==> src/rtl/ahb_crypto_pkg.sv <==
// Shared constants and types for the AHB crypto slave: register map,
// AHB encodings, FSM states and decoded operation codes.
package ahb_crypto_pkg;

    localparam logic [31:0] ADDR_STATUS   = 32'h0000_0000;
    localparam logic [31:0] ADDR_ENCRYPT  = 32'h0000_0004;
    localparam logic [31:0] ADDR_DECRYPT  = 32'h0000_0008;
    localparam logic [31:0] ADDR_KEY_BASE = 32'h0000_0010;
    localparam logic [31:0] ADDR_DIN_BASE = 32'h0000_0040;
    localparam logic [31:0] ADDR_DOUT     = 32'h0000_0080;

    localparam logic [2:0]  HSIZE_WORD    = 3'b010;

    typedef enum logic [1:0] {
        HTRANS_IDLE   = 2'b00,
        HTRANS_BUSY   = 2'b01,
        HTRANS_NONSEQ = 2'b10,
        HTRANS_SEQ    = 2'b11
    } htrans_e;

    typedef enum logic [1:0] {
        HRESP_OKAY  = 2'b00,
        HRESP_ERROR = 2'b01
    } hresp_e;

    typedef enum logic [2:0] {
        S_IDLE,
        S_DATA,
        S_WAIT_RCV,
        S_WAIT_TX,
        S_ERR1,
        S_ERR2
    } state_e;

    // OP_NONE on an accepted address phase means a decode error.
    typedef enum logic [2:0] {
        OP_NONE,
        OP_STATUS,
        OP_ENC,
        OP_DEC,
        OP_KEY,
        OP_DIN,
        OP_DOUT
    } op_e;

    // True when addr is word aligned and lies in [base, base + 4*words).
    function automatic logic in_window(input logic [31:0] addr,
                                       input logic [31:0] base,
                                       input int unsigned words);
        return (addr[1:0] == 2'b00) && ((addr - base) < 32'(4 * words));
    endfunction

endpackage

==> src/rtl/crypto_key_bank.sv <==
// Key word storage with a written-mask; pulses key_valid once every word
// has been written and tracks whether a complete key is loaded.
module crypto_key_bank #(
    parameter int unsigned KEY_WORDS = 4,
    parameter int unsigned KIDX_W    = (KEY_WORDS > 1) ? $clog2(KEY_WORDS) : 1
) (
    input  logic                      clk,
    input  logic                      rst,
    input  logic                      wr_en,
    input  logic [KIDX_W-1:0]         wr_idx,
    input  logic [31:0]               wr_data,
    output logic [32*KEY_WORDS-1:0]   key_out,
    output logic                      key_valid,
    output logic                      key_loaded,
    output logic                      key_loaded_nxt_c
);

    logic [31:0]          key_q [KEY_WORDS];
    logic [31:0]          key_d [KEY_WORDS];
    logic [KEY_WORDS-1:0] mask_q, mask_d;
    logic                 key_valid_q, key_valid_d;
    logic                 key_loaded_q, key_loaded_d;

    // A completed mask loads the key and rearms the mask; a partial rewrite
    // invalidates the previously loaded key.
    always_comb begin
        key_d        = key_q;
        mask_d       = mask_q;
        key_valid_d  = 1'b0;
        key_loaded_d = key_loaded_q;
        if (wr_en) begin
            key_d[wr_idx] = wr_data;
            mask_d        = mask_q | (KEY_WORDS'(1) << wr_idx);
            if (&mask_d) begin
                mask_d       = '0;
                key_valid_d  = 1'b1;
                key_loaded_d = 1'b1;
            end else begin
                key_loaded_d = 1'b0;
            end
        end
    end

    always_ff @(posedge clk) begin
        if (rst) begin
            for (int unsigned i = 0; i < KEY_WORDS; i++) key_q[i] <= '0;
            mask_q       <= '0;
            key_valid_q  <= 1'b0;
            key_loaded_q <= 1'b0;
        end else begin
            key_q        <= key_d;
            mask_q       <= mask_d;
            key_valid_q  <= key_valid_d;
            key_loaded_q <= key_loaded_d;
        end
    end

    // Word 0 lands in the most significant bits.
    always_comb begin
        key_out = '0;
        for (int unsigned i = 0; i < KEY_WORDS; i++) begin
            key_out[32*(KEY_WORDS-1-i) +: 32] = key_q[i];
        end
    end

    assign key_valid        = key_valid_q;
    assign key_loaded       = key_loaded_q;
    assign key_loaded_nxt_c = key_loaded_d;

endmodule

==> src/rtl/ahb_crypto_slave.sv <==
// AHB-Lite slave front end for an AES engine: register decode, key loading,
// FIFO handshakes with wait states, and the two-cycle ERROR response.
module ahb_crypto_slave
    import ahb_crypto_pkg::*;
#(
    parameter int unsigned KEY_WORDS   = 4,
    parameter int unsigned BLOCK_WORDS = 4
) (
    input  logic                    HCLK,
    input  logic                    HRESET,
    input  logic                    HSELx,
    input  logic [31:0]             HADDR,
    input  logic [1:0]              HTRANS,
    input  logic                    HWRITE,
    input  logic [2:0]              HSIZE,
    input  logic [2:0]              HBURST,
    input  logic [31:0]             HWDATA,
    output logic [31:0]             HRDATA,
    output logic                    HREADY,
    output logic [1:0]              HRESP,
    input  logic                    rcv_fifo_full,
    output logic                    rcv_enq_word,
    output logic [31:0]             rcv_wdata,
    input  logic                    tx_fifo_empty,
    input  logic [31:0]             tx_rdata,
    output logic                    tx_deq_word,
    input  logic                    engine_busy,
    output logic [32*KEY_WORDS-1:0] key_out,
    output logic                    key_valid,
    output logic                    is_encrypt_pulse,
    output logic                    is_decrypt_pulse
);

    localparam int unsigned KIDX_W = (KEY_WORDS > 1) ? $clog2(KEY_WORDS) : 1;

    state_e              state_q, state_d;
    op_e                 op_q, op_d;
    logic [KIDX_W-1:0]   kidx_q, kidx_d;
    logic                enc_pulse_q, enc_pulse_d;
    logic                dec_pulse_q, dec_pulse_d;

    op_e                 dec_op_c;
    logic [KIDX_W-1:0]   dec_kidx_c;
    logic                addr_valid_c;
    logic                hready_c;
    hresp_e              hresp_c;
    logic [31:0]         hrdata_c;
    logic                enq_c, deq_c, key_wr_c;
    logic                key_loaded, key_loaded_nxt_c, key_ok_c;
    logic [31:0]         status_c;
    logic                unused_c;

    assign unused_c     = ^HBURST;
    assign addr_valid_c = HSELx && (HTRANS == HTRANS_NONSEQ || HTRANS == HTRANS_SEQ);
    assign status_c     = {28'b0, rcv_fifo_full, tx_fifo_empty, key_loaded, engine_busy};

    // Key writes never stall, so they only ever complete in DATA.
    assign key_wr_c = !HRESET && (state_q == S_DATA) && (op_q == OP_KEY);
    // A key completing in the current data phase already counts as loaded.
    assign key_ok_c = key_wr_c ? key_loaded_nxt_c : key_loaded;

    // Address-phase decode; anything left at OP_NONE becomes an ERROR.
    always_comb begin
        dec_op_c   = OP_NONE;
        dec_kidx_c = '0;
        if (HSIZE == HSIZE_WORD) begin
            if (HADDR == ADDR_STATUS) begin
                if (!HWRITE) dec_op_c = OP_STATUS;
            end else if (HADDR == ADDR_ENCRYPT) begin
                if (HWRITE && key_ok_c && !engine_busy) dec_op_c = OP_ENC;
            end else if (HADDR == ADDR_DECRYPT) begin
                if (HWRITE && key_ok_c && !engine_busy) dec_op_c = OP_DEC;
            end else if (in_window(HADDR, ADDR_KEY_BASE, KEY_WORDS)) begin
                if (HWRITE) begin
                    dec_op_c   = OP_KEY;
                    dec_kidx_c = KIDX_W'((HADDR - ADDR_KEY_BASE) >> 2);
                end
            end else if (in_window(HADDR, ADDR_DIN_BASE, BLOCK_WORDS)) begin
                if (HWRITE) dec_op_c = OP_DIN;
            end else if (HADDR == ADDR_DOUT) begin
                if (!HWRITE) dec_op_c = OP_DOUT;
            end
        end
    end

    // Data-phase control and next state.
    always_comb begin
        state_d     = state_q;
        op_d        = op_q;
        kidx_d      = kidx_q;
        enc_pulse_d = 1'b0;
        dec_pulse_d = 1'b0;
        hready_c    = 1'b1;
        hresp_c     = HRESP_OKAY;
        hrdata_c    = '0;
        enq_c       = 1'b0;
        deq_c       = 1'b0;

        case (state_q)
            S_DATA, S_WAIT_RCV, S_WAIT_TX: begin
                unique case (op_q)
                    OP_STATUS: hrdata_c = status_c;
                    OP_ENC:    enc_pulse_d = 1'b1;
                    OP_DEC:    dec_pulse_d = 1'b1;
                    OP_DIN: begin
                        if (rcv_fifo_full) begin
                            hready_c = 1'b0;
                            state_d  = S_WAIT_RCV;
                        end else begin
                            enq_c = 1'b1;
                        end
                    end
                    OP_DOUT: begin
                        if (tx_fifo_empty) begin
                            hready_c = 1'b0;
                            state_d  = S_WAIT_TX;
                        end else begin
                            deq_c    = 1'b1;
                            hrdata_c = tx_rdata;
                        end
                    end
                    default: ;
                endcase
            end
            S_ERR1: begin
                hready_c = 1'b0;
                hresp_c  = HRESP_ERROR;
                state_d  = S_ERR2;
            end
            S_ERR2:  hresp_c = HRESP_ERROR;
            default: ;
        endcase

        // Completing cycle: take the pending address phase or fall idle.
        if (hready_c) begin
            if (addr_valid_c) begin
                state_d = (dec_op_c == OP_NONE) ? S_ERR1 : S_DATA;
                op_d    = dec_op_c;
                kidx_d  = dec_kidx_c;
            end else begin
                state_d = S_IDLE;
                op_d    = OP_NONE;
            end
        end

        if (HRESET) begin
            hready_c = 1'b1;
            hresp_c  = HRESP_OKAY;
            hrdata_c = '0;
            enq_c    = 1'b0;
            deq_c    = 1'b0;
        end
    end

    always_ff @(posedge HCLK) begin
        if (HRESET) begin
            state_q     <= S_IDLE;
            op_q        <= OP_NONE;
            kidx_q      <= '0;
            enc_pulse_q <= 1'b0;
            dec_pulse_q <= 1'b0;
        end else begin
            state_q     <= state_d;
            op_q        <= op_d;
            kidx_q      <= kidx_d;
            enc_pulse_q <= enc_pulse_d;
            dec_pulse_q <= dec_pulse_d;
        end
    end

    crypto_key_bank #(
        .KEY_WORDS (KEY_WORDS),
        .KIDX_W    (KIDX_W)
    ) u_key_bank (
        .clk              (HCLK),
        .rst              (HRESET),
        .wr_en            (key_wr_c),
        .wr_idx           (kidx_q),
        .wr_data          (HWDATA),
        .key_out          (key_out),
        .key_valid        (key_valid),
        .key_loaded       (key_loaded),
        .key_loaded_nxt_c (key_loaded_nxt_c)
    );

    assign HREADY           = hready_c;
    assign HRESP            = hresp_c;
    assign HRDATA           = hrdata_c;
    assign rcv_enq_word     = enq_c;
    assign rcv_wdata        = enq_c ? HWDATA : 32'h0;
    assign tx_deq_word      = deq_c;
    assign is_encrypt_pulse = enc_pulse_q;
    assign is_decrypt_pulse = dec_pulse_q;

endmodule

==> config.mk <==
export PLATFORM = sky130hd
export DESIGN_NAME = ahb_crypto_slave
export DESIGN_NICKNAME = d
export VERILOG_FILES = /design/src/rtl/ahb_crypto_pkg.sv /design/src/rtl/crypto_key_bank.sv /design/src/rtl/ahb_crypto_slave.sv
export SDC_FILE = /design/constraint.sdc
export NUM_CORES = 1
export LEC_CHECK = 0
export CAP_MARGIN = 15
export CORE_ASPECT_RATIO = 1.1
export CORE_MARGIN = 5
export CORE_UTILIZATION = 40
export DETAILED_ROUTE_END_ITERATION = 10
export PLACE_DENSITY = 0.8
export SYNTH_ARGS = -nofsm -noshare
export SYNTH_HDL_FRONTEND = slang
export SYNTH_SLANG_ARGS = --single-unit
==> constraint.sdc <==
create_clock -name HCLK -period 3.75 [get_ports HCLK]
set_input_delay 0.75 -clock HCLK [delete_from_list [all_inputs] [get_ports HCLK]]
set_output_delay 0.75 -clock HCLK [all_outputs]
set_load 0.01 [all_outputs]
# == Yosys cells after proc, flatten, opt, wreduce, memory -nomap -nowiden ==
# Index checks and enable logic that the tools add are counted.
# word_totals
reg_bits,144
in_bits,111
output_inout_bits,200
word_cells,119
# classes
n_addsub,2
order_cmp,4
n_eq_ne,20
shifts,1
n_mux,54
bitwise,4
reduce_logical,22
# ops
cell,count
2-to-1 mux 32 bit,5
bitwise mux 128 bit,1
demux 32 bit (select 2 bit),1
less-than comparator 32 x 5 -> 1 bit (second input constant),2
case mux 32 bit (2 select lines),1
2-to-1 mux 3 bit,16
equality test 32 x 3 -> 1 bit (second input constant),1
equality test 32 x 4 -> 1 bit (second input constant),1
equality test 32 x 8 -> 1 bit (second input constant),1
logical NOT 32 bit,1
subtractor 32 x 5 -> 32 bit (second input constant),1
subtractor 32 x 7 -> 32 bit (second input constant),1
2-to-1 mux 2 bit,9
2-to-1 mux 1 bit,16
equality test 3 x 2 -> 1 bit (second input constant),5
equality test 3 bit (second input constant),5
case mux 3 bit (2 select lines),2
logical AND 1 bit,8
inequality test 4 bit (second input constant),2
AND reduction 4 bit,2
equality test 3 x 1 -> 1 bit (second input constant),2
OR reduction 2 bit,3
equality test 2 bit (second input constant),2
2-to-1 mux 4 bit,1
15 further kinds,18

# == Depth between registers and ports, before layout ==
# logic_depth
depth_word,17
mapped_depth,9
depth_no_buf,8

# == By module ==
# Synthesis repeated with hierarchy kept, for this count alone.
# hier_totals
hier_cells,802
hier_area_um2,6289.8
# by_module_without_submodules
module,instances,cells_per_inst,area_each_um2,seq_area_each_um2
crypto_key_bank,1,593,4792.1,2682.6
ahb_crypto_slave,1,209,1497.7,200.2

# == Worst setup path before layout ==
# No wires, ideal clock.
# synth_timing
kind,input to output
from,in HRESET
to,out rcv_wdata[22]
t_arrival_ns,2.310
t_required_ns,3.000
path_slack_ns,0.690
stages,5
n_path_buf,2
path_cell_list,or3_1 clkbuf_1 nor4b_1 clkbuf_1 and2_1
# synth_via
elab_chain_cells,2
# synth_lines
element,line_no,source
start: declaration,ahb_crypto_slave.sv:10,"input logic HRESET,"
2-to-1 mux 1 bit,ahb_crypto_slave.sv:146,if (HRESET) begin
named net rcv_enq_word,ahb_crypto_slave.sv:22,"output logic rcv_enq_word,"
2-to-1 mux 32 bit,ahb_crypto_slave.sv:190,assign rcv_wdata = enq_c ? HWDATA : 32'h0;
end: declaration,ahb_crypto_slave.sv:23,"output logic [31:0] rcv_wdata,"
# The timed path passes the listed nets, and every way through them passes these cells.

# == Final worst setup path ==
# layout_timing
from,in HRESET
to,out rcv_wdata[31]
# layout_via
elab_chain_cells,2
# layout_lines
element,line_no
2-to-1 mux 1 bit,ahb_crypto_slave.sv:146
2-to-1 mux 32 bit,ahb_crypto_slave.sv:190
# No other way between the ends.

==> flow_summary.toml <==
[cells_and_area]
area_growth_pct = 63.3
mostFrequentLayoutCell = "clkdlybuf4s50_1"
insertedDiodeCount = 0
fillCellCount = 1278
fin_nets = 1221
seq_area_um2 = 2880
drive_gt1_share_pct = 6.50
multi_input_area_um2 = 3030
final_util_pct = 66.6
layout_common_cells = "clkdlybuf4s50_1 (304), nand2_1 (281), dfxtp_1 (144)"

[setup_path]
required_ns = 3.00
cp_num_buf_inv = 3
crit_slowest_cell = "clkdlybuf4s50_1"
cp-startpoint = "HRESET"
arrival_ns = 2.70
crit_path_start_kind = "input port"
path_cells = "buf_4, or3_1, nor4b_2, buf_12, and2_1, clkdlybuf4s50_1"
path_class = "in -> out"
crit_fanout = 33
reg2reg_from = "op_q[1]$_SDFFE_PP0P_"
critPathTopFamily = "simple AND/OR/NAND/NOR gates"
cp_slowest_stage_delay_ns = 0.57
cp-end-kind = "output pin"

[clock_tree]
clockBufferDepth = 2
cts_resized = 0
h-tree-depth = 4
hold_buffers = 0
post_cts_buffers = 0
numCtsBuffers = 17
cts-root-buf = "clkbuf_16"
clock_sinks = 144
clk_pin_slew_ns = 0.06
insertion_delay_ns = 0.41
tritoncts = "done"

[routing]
first_pass_iters = 5
wl_per_cell_um = 16.9
antenna_left = 0
vias_per_cell = 5.08
vias = 6701
wirelength_um = 22200
drtIter0Drc = 450
drc = 0

[placement]
portBuffers = 305
gp_congestion = 0.924
dp.final_hpwl_um = 16400

[timing]
finalCritPeriodShare_pct = 91.9
rsz0062_at_grt = "no"
setup_viol_count_final = 0
tns_ns = 0
worst_hold_slack_ns = 0.450
finalHoldViolCount = 0
layout_min_cycle_time_ns = 3.45
clock.fmax_mhz = 290
clock_skew_ns = 0.00890
tightest_slew_ns = 1.01
slew_headroom_pct = 32.8
maxSlewViolCount = 0

[global_route]
grt_first_pass_wirelength_um = 34500
track_usage_pct = 24.1
antenna_found_initial = 0
grt_pass1_vias = 6501
gr-total-overflow = 0
grt_max_degree = 99

[floorplan]
core_um2 = 15100
io-pin-count = 311
rows = 47
initial_core_util_pct = 40.7
die_w_um = 128
die_area_um2 = 17900
die_h_um = 140

[power]
powerDensity_nw_per_um2 = 346
ir_worst_vdd_mv = 0.289
leakagePower_nw = 3.36

[yosys]
synth_seq_cells = 144
ys_warn_count = 0
syn_area_um2 = 6130
synthArstFlopShare_pct = 0
synthFlopType = "dfxtp_1"
synth_area_per_cell_um2 = 7.48
ys_types = 51
syn-num-nets = 931
synthCells = 820
seq_area_frac_synth_pct = 47.0
synth_edf_count = 0

[run]
maxCapViolations = 0

[hold_path]
hold_class = "reg -> reg"
min_from = "u_key_bank.key_out[110]$_SDFFE_PP0P_"

[status]
status = "completed"
==> worst paths after layout <==
check	endpoint	slack, ns	cells after the start
min	u_key_bank.key_out[110]$_SDFFE_PP0P_	0.45	2
max reg2reg	state_q[0]$_SDFFE_PP0P_	1.45	8
max	rcv_wdata[31]	0.30	6
min reg2reg	u_key_bank.key_out[110]$_SDFFE_PP0P_	0.45	2
==> metal layers <==
metal  wire [µm]  up-vias  global-route usage, %
li1            -     3308                      -
met1        8420     3012                   27.5
met2       11200      339                   42.9
met3        1980       42                   6.63
met4         595        0                   8.49
met5           0        -                      0
==> synthesized netlist by cell type (2+ instances only) <==
cell type / instances / share of area [%]
nand2_1: 281 / 17
dfxtp_1: 144 / 47
a21oi_1: 129 / 11
and2_1: 61 / 6.2
clkbuf_1: 53 / 3.2
nor2_1: 23 / 1.4
nor3_1: 11 / 0.90
o21ai_0: 9 / 0.73
nand4_1: 8 / 0.82
nor4_1: 8 / 0.82
inv_1: 7 / 0.43
or3_1: 7 / 0.71
nand3_1: 6 / 0.49
o21a_1: 5 / 0.61
a211oi_1: 4 / 0.49
a22oi_1: 4 / 0.49
nand4b_1: 4 / 0.57
nor4b_1: 4 / 0.57
nor2b_1: 3 / 0.31
o21ai_1: 3 / 0.24
o22ai_1: 3 / 0.31
o31ai_1: 3 / 0.37
or2_2: 3 / 0.31
or4_4: 3 / 0.55
and3_1: 2 / 0.20
buf_2: 2 / 0.16
nand2b_1: 2 / 0.20
nor3b_1: 2 / 0.24
nor4_2: 2 / 0.41
o221ai_1: 2 / 0.29
or2_0: 2 / 0.20
==> registers in the layout, summed over array words and instances, names as in the netlist <==
| register | count |
|---|---|
| u_key_bank.key_loaded | 1 |
| op_q | 3 |
| state_q | 3 |
| u_key_bank.mask_q | 4 |
| u_key_bank.key_valid | 1 |
| is_decrypt_pulse | 1 |
| u_key_bank.key_out | 128 |
| is_encrypt_pulse | 1 |
| kidx_q | 2 |
==> metrics by stage <==
stage               setup WS (ns)  instances  power (mW)  cell area, µm²
floorplan                   0.690        820        1.62            6130
detailed placement          0.163       1287        1.79            9410
finish                      0.302       1319        3.47           10000
global placement            0.195       1287        1.79            9410
global route                0.151       1319        3.58           10000
CTS                         0.301       1319        3.48           10000
==> cells by family after synthesis <==
group | after synthesis | share of synthesized area [%]
AO/OA/AOI/OAI | 174 | 15.9
XOR/XNOR | 1 | 0.143
buffers and inverters | 63 | 3.96
flip-flops | 144 | 47.0
multiplexers | 1 | 0.184
other | 1 | 0.0611
AND/OR/NAND/NOR | 436 | 32.8
==> tightest hold or removal path, cell delays in order, from the launching register on <==
cell and delay (ns):
dfxtp_1 0.30, nand2_1 0.05, a21oi_1 0.05
==> power breakdown <==
part | switching, mW | internal [mW]
combinational | 0.105 | 0.120
sequential | 0.00141 | 1.53
clock | 0.650 | 1.06
total | 0.757 | 2.71
==> cell type report <==
| cell class | instances | area share [%] |
|---|---|---|
| clock buffer | 22 | 4.83 |
| clock inverter | 10 | 1.26 |
| inverter | 7 | 0.262 |
| multi-input combinational | 613 | 30.2 |
| sequential | 144 | 28.8 |
| tap | 196 | 2.45 |
| timing repair buffer | 327 | 32.2 |
Power figures use the tool's default switching activity.
